<file path="config.mk">
export PLATFORM = sky130hd
export DESIGN_NAME = tile_mem_arbiter
export DESIGN_NICKNAME = d
export VERILOG_FILES = /design/src/rtl/tile_mem_arbiter.sv
export SDC_FILE = /design/constraint.sdc
export NUM_CORES = 1
export LEC_CHECK = 0
export BUFFER_PORTS_ARGS = -buffer_cell sky130_fd_sc_hd__buf_2
export CAP_MARGIN = 30
export CORE_MARGIN = 5
export CORE_UTILIZATION = 41
export CTS_CLUSTER_SIZE = 12
export DETAILED_ROUTE_END_ITERATION = 10
export PLACE_DENSITY = 0.77
export SKIP_CTS_REPAIR_TIMING = 1
export SYNTH_ARGS = -nofsm -noshare
export SYNTH_HDL_FRONTEND = slang
export SYNTH_SLANG_ARGS = --single-unit
</file>
<file path="constraint.sdc">
create_clock -name aclk -period 1.48 [get_ports aclk]
set_input_delay 0.148 -clock aclk [delete_from_list [all_inputs] [get_ports aclk]]
set_output_delay 0.148 -clock aclk [all_outputs]
set_load 0.01 [all_outputs]
</file>
<file path="src/rtl/tile_mem_arbiter.sv">
// tile_mem_arbiter: round-robin arbiter sharing one single-port memory between host (H) and core (C).
// Optional grant/conflict counters are enabled by defining TILE_MEM_ARB_PERF_EN.
module tile_mem_arbiter #(
   parameter int ADDR_WIDTH = 32,
   parameter int DATA_WIDTH = 32,
   parameter int RD_LATENCY = 1
) (
   input  logic                  aclk,
   input  logic                  aresetn,
   input  logic                  h_req_valid,
   output logic                  h_req_ready,
   input  logic                  h_req_we,
   input  logic [ADDR_WIDTH-1:0] h_req_addr,
   input  logic [DATA_WIDTH-1:0] h_req_wdata,
   output logic                  h_rsp_valid,
   output logic [DATA_WIDTH-1:0] h_rsp_rdata,
   input  logic                  c_req_valid,
   output logic                  c_req_ready,
   input  logic                  c_req_we,
   input  logic [ADDR_WIDTH-1:0] c_req_addr,
   input  logic [DATA_WIDTH-1:0] c_req_wdata,
   output logic                  c_rsp_valid,
   output logic [DATA_WIDTH-1:0] c_rsp_rdata,
   output logic                  mem_en,
   output logic                  mem_we,
   output logic [ADDR_WIDTH-1:0] mem_addr,
   output logic [DATA_WIDTH-1:0] mem_din,
   input  logic [DATA_WIDTH-1:0] mem_dout,
   output logic                  busy,
`ifdef TILE_MEM_ARB_PERF_EN
   output logic [31:0]           h_grant_cnt,
   output logic [31:0]           c_grant_cnt,
   output logic [31:0]           conflict_cnt,
`endif
   output logic                  owner
);
   typedef enum logic [1:0] {IDLE, ISSUE, WAIT, RESP} state_t;
   state_t state_q, state_d;
   logic last_q, last_d, owner_q, owner_d, we_q, we_d;
   logic [ADDR_WIDTH-1:0] addr_q, addr_d;
   logic [DATA_WIDTH-1:0] wdata_q, wdata_d, h_rdata_q, h_rdata_d, c_rdata_q, c_rdata_d;
   logic [1:0] cnt_q, cnt_d;
   logic accept, c_win, resp;
   always_comb begin
      accept = state_q == IDLE && (h_req_valid || c_req_valid);
      // on a tie the requester that did not win last time goes first
      c_win = c_req_valid && (!h_req_valid || !last_q);
      resp = state_q == RESP;
      state_d = state_q;
      last_d = last_q;
      owner_d = owner_q;
      we_d = we_q;
      addr_d = addr_q;
      wdata_d = wdata_q;
      cnt_d = cnt_q;
      h_rdata_d = (resp && !owner_q && !we_q) ? mem_dout : h_rdata_q;
      c_rdata_d = (resp && owner_q && !we_q) ? mem_dout : c_rdata_q;
      case (state_q)
         IDLE: if (accept) begin
            state_d = ISSUE;
            last_d = c_win;
            owner_d = c_win;
            we_d = c_win ? c_req_we : h_req_we;
            addr_d = c_win ? c_req_addr : h_req_addr;
            wdata_d = c_win ? c_req_wdata : h_req_wdata;
         end
         ISSUE: begin
            state_d = RD_LATENCY == 1 ? RESP : WAIT;
            cnt_d = 2'(RD_LATENCY - 1);
         end
         WAIT: begin
            cnt_d = cnt_q - 2'd1;
            state_d = cnt_q == 2'd1 ? RESP : WAIT;
         end
         default: state_d = IDLE;
      endcase
   end
   always_ff @(posedge aclk or negedge aresetn) begin
      if (!aresetn) begin
         state_q <= IDLE;
         last_q <= 1'b1;
         owner_q <= 1'b0;
         we_q <= 1'b0;
         addr_q <= '0;
         wdata_q <= '0;
         cnt_q <= '0;
         h_rdata_q <= '0;
         c_rdata_q <= '0;
      end else begin
         state_q <= state_d;
         last_q <= last_d;
         owner_q <= owner_d;
         we_q <= we_d;
         addr_q <= addr_d;
         wdata_q <= wdata_d;
         cnt_q <= cnt_d;
         h_rdata_q <= h_rdata_d;
         c_rdata_q <= c_rdata_d;
      end
   end
   assign h_req_ready = accept && !c_win;
   assign c_req_ready = accept && c_win;
   assign mem_en = state_q == ISSUE;
   assign mem_we = mem_en && we_q;
   assign mem_addr = addr_q;
   assign mem_din = wdata_q;
   assign busy = state_q != IDLE;
   assign owner = owner_q;
   assign h_rsp_valid = resp && !owner_q;
   assign c_rsp_valid = resp && owner_q;
   assign h_rsp_rdata = h_rdata_d;
   assign c_rsp_rdata = c_rdata_d;
`ifdef TILE_MEM_ARB_PERF_EN
   always_ff @(posedge aclk or negedge aresetn) begin
      if (!aresetn) begin
         h_grant_cnt <= '0;
         c_grant_cnt <= '0;
         conflict_cnt <= '0;
      end else begin
         h_grant_cnt <= h_grant_cnt + 32'(h_req_ready);
         c_grant_cnt <= c_grant_cnt + 32'(c_req_ready);
         conflict_cnt <= conflict_cnt + 32'(accept && h_req_valid && c_req_valid);
      end
   end
`endif
endmodule

</file>
==> results.yml, run 1 <==
outcome:
  status: "complete, but fails checks"
  violations: "negative hold slack, negative setup slack"
place:
  dp.cells: 869
  dp_slack_ns: -0.264
  gp_congestion: 0.861
  io_buffers: 301
  place_hpwl_um: 12800
pwr:
  power.density_mw_per_mm2: 2230
  power_leakage_nw: 5.14
  peakVddDrop_mv: 1.09
route:
  drtPass1Iterations: 4
  route.detailed.drc: 0
  drt_iter0_drc: 397
  wl_per_cell_um: 22.3
  vias: 5448
  wirelength_um: 22600
  antenna_left: 0
  routed_via_density: 5.38
setup_path:
  cp_top_family: "buffers and inverters"
  cpMaxStageDelayCell: "dfrtp_1"
  crit_type: "reg -> out"
  endpoint_kind: "output port"
  r2r_end: "mem_addr[13]$_DFFE_PN0P_"
  rrSetupSlack_ns: -0.33
  startpoint_type: "flip-flop"
  path_depth: 7
  cp_data_arrival_time_ns: 2.02
  path_cells: "ha_2 > nor2b_4 > nor2b_4 > buf_12 > clkbuf_16 > mux2_4 > buf_6"
  cpMostUsedCell: "nor2b_4"
  r2r_cells: 9
  path_buf_inv: 3
  worstPathMaxFanout: 8
  required_ns: 1.33
  crit_path_max_incr_delay_ns: 0.36
  timing.rr.start: "state_q[0]$_DFFE_PN0P_"
logic_synthesis:
  ys_seq_elements: 135
  syn_area_per_cell_um2: 14.3
  syn_nets: 570
  netlist_instances: 398
  seq_area_frac_synth_pct: 59.5
  netlist_area_mm2: 0.00568
  yosysUniqueCellTypes: 24
  yosysWarningCount: 0
global_routing:
  antenna_found_initial: 1
  first_global_vias: 5215
  grt-ovfl-total: 0
  grt_start_max_net_pins: 80
  grt_pass1_wl_um: 27200
  grt_usage_pct: 21.1
layout:
  fillers: 861
  area_delta_synth_final_pct: 76.8
  final_common_cell: "buf_2"
  final_cell_mix: "buf_2 (266), dfrtp_1 (134), dlygate4sd3_1 (79)"
  seq_area_mm2: 0.00338
  drive_above_1_share_pct: 61.4
  fin_nets: 990
  multiInputGateArea_mm2: 0.00251
  final_cells: 1012
floorplan:
  dieArea_mm2: 0.0163
  row_count: 43
  start_util_pct: 41.4
  coreArea_mm2: 0.0137
  die_y_um: 128
  ios: 302
  die_w_um: 128
timing:
  maxSlewViolCount: 0
  fin_crit_ns: 2.17
  fin_hold_ws_ns: -0.0146
  finClkSkew_ns: 0.00890
  rsz0062_at_grt: "true"
  tightestPinTransition_ns: 0.426
  hold_viol: 1
  fmax_mhz: 460
  finalWorstSetupSlack_ns: -0.692
  max_slew_margin_pct: 71.6
  setup_viol: 201
  finalCritPeriodShare_pct: 147
clock_network:
  clk-insertion-delay-late_ns: 0.42
  numCtsBuffers: 17
  root_buffer: "clkbuf_16"
  cts_tree: "done"
  clock_path_buffers: 2
  cts_sinks: 135
  path_clk_slew_ns: 0.06
  cts_htree_levels: 4
min_path:
  hold_end: "mem_addr[18]$_DFFE_PN0P_"
  hp-class: "in -> reg"
  hold_depth: 2
  hold_start: "c_req_addr[18]"
job:
  max-cap-violations: 0
[logic make-up after synthesis]
family | share of synthesized area [%]
DFF | 59.5
and+or+nand+nor | 8.53
AOI/OAI and AO/OA | 12.4
muxes | 12.9
buffers and inverters | 5.33
adders and majority gates | 1.32
[layout make-up]
class	instances	share of cell area [%]
inverter	5	0.237
tap	180	2.24
clock inverter	13	1.71
antenna	1	0.0249
timing repair buffer	437	32.6
multi-input combinational	222	25.0
sequential	135	33.7
clock buffer	19	4.51
[synthesized netlist by cell type]
cell type	instances	area (µm²)
nor3b_1	1	7.51
inv_1	5	18.8
nand3_1	2	10.0
a21oi_2	1	8.76
o31ai_1	1	7.51
and2_1	3	18.8
buf_2	11	55.1
nor2b_1	2	12.5
mux2_2	5	56.3
o21ai_0	2	10.0
dfrtp_1	134	3350
buf_6	18	203
clkbuf_1	7	26.3
a21o_1	2	15.0
nand2_1	2	7.51
nand2b_1	2	12.5
a221o_1	65	651
a211oi_1	1	7.51
and2_4	1	8.76
dfstp_2	1	26.3
and3_1	65	407
ha_1	6	75.1
o21ai_1	1	5.00
mux2_1	60	676
[stage by stage]
step | TNS, ns | hold slack [ns] | util [%] | area, µm² | power [mW]
6_report | -65.55 | -0.0146 | 73.2 | 10000 | 22.4
2_1_floorplan | -20.09 | -0.148 | - | 6020 | 11.6
3_5_place_dp | -33.01 | -0.0669 | 56.9 | 7800 | 15.1
5_1_grt | -76.22 | -0.00767 | 73.2 | 10000 | 23.4
4_1_cts | -66.89 | -0.512 | 61.4 | 8430 | 19.7
3_3_place_gp | -22.37 | -0.0663 | 56.9 | 7800 | 14.8
[flip-flops by register name (all words and copies together), names as in the netlist]
signal,cells
owner,1
mem_din,32
state_q,2
cnt_q,2
h_rdata_q,32
last_q,1
we_q,1
mem_addr,32
c_rdata_q,32
[worst max-delay path by stage]
stage                           startpoint         endpoint  slack, ns
CTS                 state_q[0]$_DFFE_PN0P_  c_rsp_rdata[22]      -0.72
global route        state_q[0]$_DFFE_PN0P_   h_rsp_rdata[0]      -0.76
finish              state_q[0]$_DFFE_PN0P_   h_rsp_rdata[0]      -0.69
detailed placement  state_q[0]$_DFFE_PN0P_  c_rsp_rdata[22]      -0.26
global placement    state_q[0]$_DFFE_PN0P_  c_rsp_rdata[26]      -0.20
floorplan           state_q[0]$_DFFE_PN0P_  c_rsp_rdata[10]      -0.15
[per-layer routing]
layer | part of all wire, % | vias to the layer above | routed length (µm) | track usage (%)
met5 | 0 | - | 0 | 0
met4 | 2.8 | 0 | 644 | 8.86
met1 | 37 | 2714 | 8340 | 25.4
met3 | 6.8 | 59 | 1540 | 5.33
li1 | - | 2366 | - | -
met2 | 53 | 309 | 12100 | 36.0
[where the power goes]
| group | switching, mW | total [mW] | internal (mW) |
|---|---|---|---|
| Combinational | 5.09 | 11.4 | 6.35 |
| Clock | 1.68 | 4.45 | 2.76 |
| Sequential | 0.957 | 6.52 | 5.56 |
Power figures use the tool's default switching activity.
==> run 2, diff against run 1 <==
--- a/config.mk
+++ b/config.mk
@@ -8,10 +8,11 @@
 export BUFFER_PORTS_ARGS = -buffer_cell sky130_fd_sc_hd__buf_2
 export CAP_MARGIN = 30
 export CORE_MARGIN = 5
-export CORE_UTILIZATION = 41
+export CORE_UTILIZATION = 49
 export CTS_CLUSTER_SIZE = 12
 export DETAILED_ROUTE_END_ITERATION = 10
-export PLACE_DENSITY = 0.77
+export GPL_ROUTABILITY_DRIVEN = 0
+export PLACE_DENSITY = 0.86
 export SKIP_CTS_REPAIR_TIMING = 1
 export SYNTH_ARGS = -nofsm -noshare
 export SYNTH_HDL_FRONTEND = slang
==> constraint.sdc (replaced) <==
create_clock -name aclk -period 2.64 [get_ports aclk]
set_input_delay 0.264 -clock aclk [delete_from_list [all_inputs] [get_ports aclk]]
set_output_delay 0.264 -clock aclk [all_outputs]
set_load 0.01 [all_outputs]
==> run 2 against run 1 <==
Compared with the run above: the flow now finishes without violations; via count shrank 13%; sequential share of layout area grew 9.1 points; clock-buffer cell count rose by 2; clock power decreased by 40%; final cell count down 16%; largest cell class unchanged.
==> results.yml, run 2 (same netlist as run 1, synthesis figures left out) <==
route:
  routed_via_density: 5.61
  wirelength_um: 17500
  drt_iter0_drc: 362
  route.detailed.drc: 0
  antenna_left: 0
  wl_per_cell_um: 20.7
  drtPass1Iterations: 4
  vias: 4760
floorplan:
  die_w_um: 118
  dieArea_mm2: 0.0138
  row_count: 39
  die_y_um: 118
  coreArea_mm2: 0.0114
  start_util_pct: 49.9
  ios: 302
setup_path:
  cp_data_arrival_time_ns: 2.26
  cpMaxStageDelayCell: "dfrtp_1"
  crit_path_max_incr_delay_ns: 0.42
  path_buf_inv: 2
  required_ns: 2.38
  endpoint_kind: "output port"
  path_cells: "ha_1 > and2_1 > nand2b_1 > buf_4 > mux2_1 > buf_2"
  cp_top_family: "buffers and inverters"
  worstPathMaxFanout: 32
  startpoint_type: "flip-flop"
  crit_type: "reg -> out"
timing:
  maxSlewViolCount: 0
  fmax_mhz: 396
  fin_crit_ns: 2.52
  tightestPinTransition_ns: 0.869
  setup_viol: 0
  finalCritPeriodShare_pct: 95.6
  max_slew_margin_pct: 41.9
  finClkSkew_ns: 0.0113
  rsz0062_at_grt: "false"
  setup_tns_ns: 0
  hold_viol: 0
  finalWorstSetupSlack_ns: 0.116
layout:
  insertedDiodeCount: 0
  final_cells: 848
  final_common_cell: "buf_2"
  drive_above_1_share_pct: 50.1
  area_delta_synth_final_pct: 39.1
  fin_nets: 865
  final_core_util_pct: 69.5
  final_cell_mix: "buf_2 (300), dfrtp_1 (134), and3_1 (65), a221o_1 (65), mux2_1 (60)"
pwr:
  power_leakage_nw: 4.21
  power.density_mw_per_mm2: 1330
  p_total_mw: 10.5
  peakVddDrop_mv: 0.858
global_routing:
  grt_pass1_wl_um: 27900
  grt_usage_pct: 24.9
  first_global_vias: 5168
  grt_start_max_net_pins: 67
  antenna_found_initial: 0
  grt-ovfl-total: 0
clock_network:
  path_clk_slew_ns: 0.06
  clock_path_buffers: 2
  cts_tree: "done"
  cts_sinks: 135
  numCtsBuffers: 17
  root_buffer: "clkbuf_16"
  cts_htree_levels: 4
  clk-insertion-delay-late_ns: 0.41
place:
  io_buffers: 301
  place_hpwl_um: 12600
  dp_slack_ns: 0.513
  dp.cells: 816
job:
  max-cap-violations: 0
outcome:
  status: "finished, final reports clean"
min_path:
  hp-class: "in -> reg"
[run 2: cell types whose count changed in the layout (fill, tap and decap cells not counted), sizes merged]
cell,previous run,this run
buf,351,311
bufinv,3,5
clkbuf,26,21
clkinv,7,2
clkinvlp,1,2
diode,1,0
dlygate4sd3,79,1
inv,7,6
[run 2: where the power goes]
group / switching (mW) / internal [mW] / leakage, nW
sequential: 0.494 / 3.11 / 1.62
combinational: 2.31 / 1.92 / 2.27
clock: 0.884 / 1.78 / 0.322
[run 2: path summary, 6_finish.rpt]
path                                        startpoint                 endpoint  slack [ns]  cells after the start
worst max-delay path            state_q[0]$_DFFE_PN0P_          c_rsp_rdata[22]        0.12                      6
worst min-delay path                    c_req_wdata[1]   mem_din[1]$_DFFE_PN0P_        0.08                      2
worst max register to register  state_q[0]$_DFFE_PN0P_  mem_addr[9]$_DFFE_PN0P_        0.76                      5
worst min register to register  h_rdata_q[4]$_DFF_PN0_   h_rdata_q[4]$_DFF_PN0_        0.48                      1
max in group asynchronous                      aresetn  h_rdata_q[25]$_DFF_PN0_        1.42                      3
min in group asynchronous                      aresetn  c_rdata_q[12]$_DFF_PN0_        0.40                      2
[run 2: routing by layer]
metal / up-vias / track usage (%) / routed length (µm)
met5: - / 0 / 0
li1: 2107 / - / -
met4: 0 / 6.24 / 223
met3: 22 / 8.27 / 1510
met2: 248 / 43.7 / 9130
met1: 2383 / 29.5 / 6660
[run 2: layout make-up]
| cell class | count | area (µm²) |
|---|---|---|
| inverter | 5 | 18.8 |
| timing repair buffer | 312 | 1620 |
| tap | 143 | 179 |
| multi-input combinational | 222 | 2020 |
| clock inverter | 10 | 191 |
| sequential | 135 | 3380 |
| fill | 787 | 3470 |
| clock buffer | 21 | 480 |
[run 2: metrics by stage]
step	hold WS [ns]	area (µm²)
detailed placement	0.284	7210
global route	0.0722	7900
CTS	-0.151	7880
global placement	0.269	7210
finish	0.0827	7900
floorplan	-0.0316	5680
==> run 3, diff against run 2 <==
--- a/config.mk
+++ b/config.mk
@@ -12,6 +12,7 @@
 export CTS_CLUSTER_SIZE = 12
 export DETAILED_ROUTE_END_ITERATION = 10
 export GPL_ROUTABILITY_DRIVEN = 0
+export MAX_ROUTING_LAYER = met4
 export PLACE_DENSITY = 0.86
 export SKIP_CTS_REPAIR_TIMING = 1
 export SYNTH_ARGS = -nofsm -noshare
==> constraint.sdc (replaced) <==
create_clock -name aclk -period 2.64 [get_ports aclk]
set_input_delay 0.264 -clock aclk [delete_from_list [all_inputs] [get_ports aclk]]
set_output_delay 0.264 -clock aclk [all_outputs]
set_load 0.005 [all_outputs]
==> run 3 against run 2 <==
Compared with the run above: hold slack got worse by 0.0063 ns; clock power shrank 7.5%; largest cell class unchanged; clock-buffer cell count is 1 higher; register-to-register slack lost 0.05 ns; largest power group unchanged; flip-flop and latch count is the same; clock skew is 0.0019 ns lower; global-route usage down 0.066 points; worst setup slack gained 0.032 ns; combinational power is 11% lower.
==> results.yml, run 3 (same netlist as run 1, synthesis figures left out) <==
outcome:
  status: "finished, final reports clean"
clock_network:
  cts_sinks: 135
  root_buffer: "clkbuf_16"
  cts_htree_levels: 4
  clk-insertion-delay-late_ns: 0.41
  path_clk_slew_ns: 0.06
  numCtsBuffers: 17
  clock_path_buffers: 2
  cts_tree: "done"
pwr:
  power.density_mw_per_mm2: 1250
  p_total_mw: 9.85
  power_leakage_nw: 4.21
  peakVddDrop_mv: 0.790
timing:
  setup_tns_ns: 0
  maxSlewViolCount: 0
  rsz0062_at_grt: "false"
  finalCritPeriodShare_pct: 94.4
  tightestPinTransition_ns: 0.874
  hold_viol: 0
  finClkSkew_ns: 0.00946
  fin_crit_ns: 2.49
  fmax_mhz: 401
  max_slew_margin_pct: 41.5
  setup_viol: 0
global_routing:
  first_global_vias: 5081
  antenna_found_initial: 0
  grt_usage_pct: 24.8
  grt_start_max_net_pins: 67
  grt-ovfl-total: 0
  grt_pass1_wl_um: 26800
setup_path:
  timing.rr.start: "state_q[1]$_DFFE_PN0P_"
  endpoint_kind: "output port"
  r2r_end: "mem_addr[11]$_DFFE_PN0P_"
  startpoint_type: "flip-flop"
  cp_data_arrival_time_ns: 2.23
  required_ns: 2.38
  crit_type: "reg -> out"
  crit_path_start: "state_q[0]$_DFFE_PN0P_"
  rrSetupSlack_ns: 0.71
  r2r_cells: 6
  endpoint: "c_rsp_rdata[8]"
  worstPathMaxFanout: 32
route:
  wirelength_um: 17000
  wl_per_cell_um: 20.0
  drtPass1Iterations: 6
  route.detailed.drc: 0
  routed_via_density: 5.58
  vias: 4741
  antenna_left: 0
  drt_iter0_drc: 402
floorplan:
  ios: 302
  die_y_um: 118
  coreArea_mm2: 0.0114
  row_count: 39
  die_w_um: 118
  start_util_pct: 49.9
  dieArea_mm2: 0.0138
place:
  io_buffers: 301
  place_hpwl_um: 12600
layout:
  area_delta_synth_final_pct: 38.7
  drive_above_1_share_pct: 50.0
  insertedDiodeCount: 0
  final_common_cell: "buf_2"
  fin_nets: 865
  final_cell_mix: "buf_2 (300), dfrtp_1 (134), and3_1 (65), a221o_1 (65), mux2_1 (60)"
min_path:
  hp-class: "in -> reg"
  hold_start: "c_req_wdata[1]"
job:
  max-cap-violations: 0
-- run 3: cell type report --
type	count	area [µm²]
clock buffer	22	484
clock inverter	10	143
fill	768	3490
inverter	5	18.8
multi-input combinational	222	2020
sequential	135	3380
tap	143	179
timing repair buffer	312	1650
-- run 3: worst max-delay path, stage by stage, from the launching register on --
cell and delay, ns:
dfrtp_1 0.42, ha_1 0.22, and2_1 0.16, nand2b_1 0.07
buf_4 0.38, mux2_1 0.41, buf_2 0.16
-- run 3: where the power goes --
group / internal, mW / switching, mW
Combinational: 1.93 / 1.86
Clock: 1.59 / 0.873
Sequential: 3.11 / 0.488
-- run 3: per-layer routing --
metal	vias to the layer above	wire [µm]	GRT usage, %
met3	38	1350	7.64
met5	-	0	-
li1	2111	-	-
met2	262	8630	40.6
met4	0	364	8.03
met1	2330	6660	29.5
-- run 3: worst min path at each step --
stage | endpoint | cells past startpoint
2_1_floorplan | c_rdata_q[0]$_DFF_PN0_ | 0
3_3_place_gp | h_rdata_q[6]$_DFF_PN0_ | 1
3_5_place_dp | h_rdata_q[6]$_DFF_PN0_ | 1
4_1_cts | h_rdata_q[6]$_DFF_PN0_ | 1
5_1_grt | mem_din[1]$_DFFE_PN0P_ | 2
6_report | mem_din[1]$_DFFE_PN0P_ | 2
-- run 3: metrics by stage --
step                      hold slack, ns  area, µm²  worst slack, ns  cells  utilization (%)
after floorplan                  -0.0316       5680            0.876    398                -
after global placement             0.164       7240            0.581    816             63.6
after detailed placement           0.166       7240            0.531    816             63.6
after CTS                         -0.270       7860           0.0307    848             69.2
after global routing              0.0634       7880           0.0169    849             69.3
final                             0.0764       7880            0.148    849             69.3
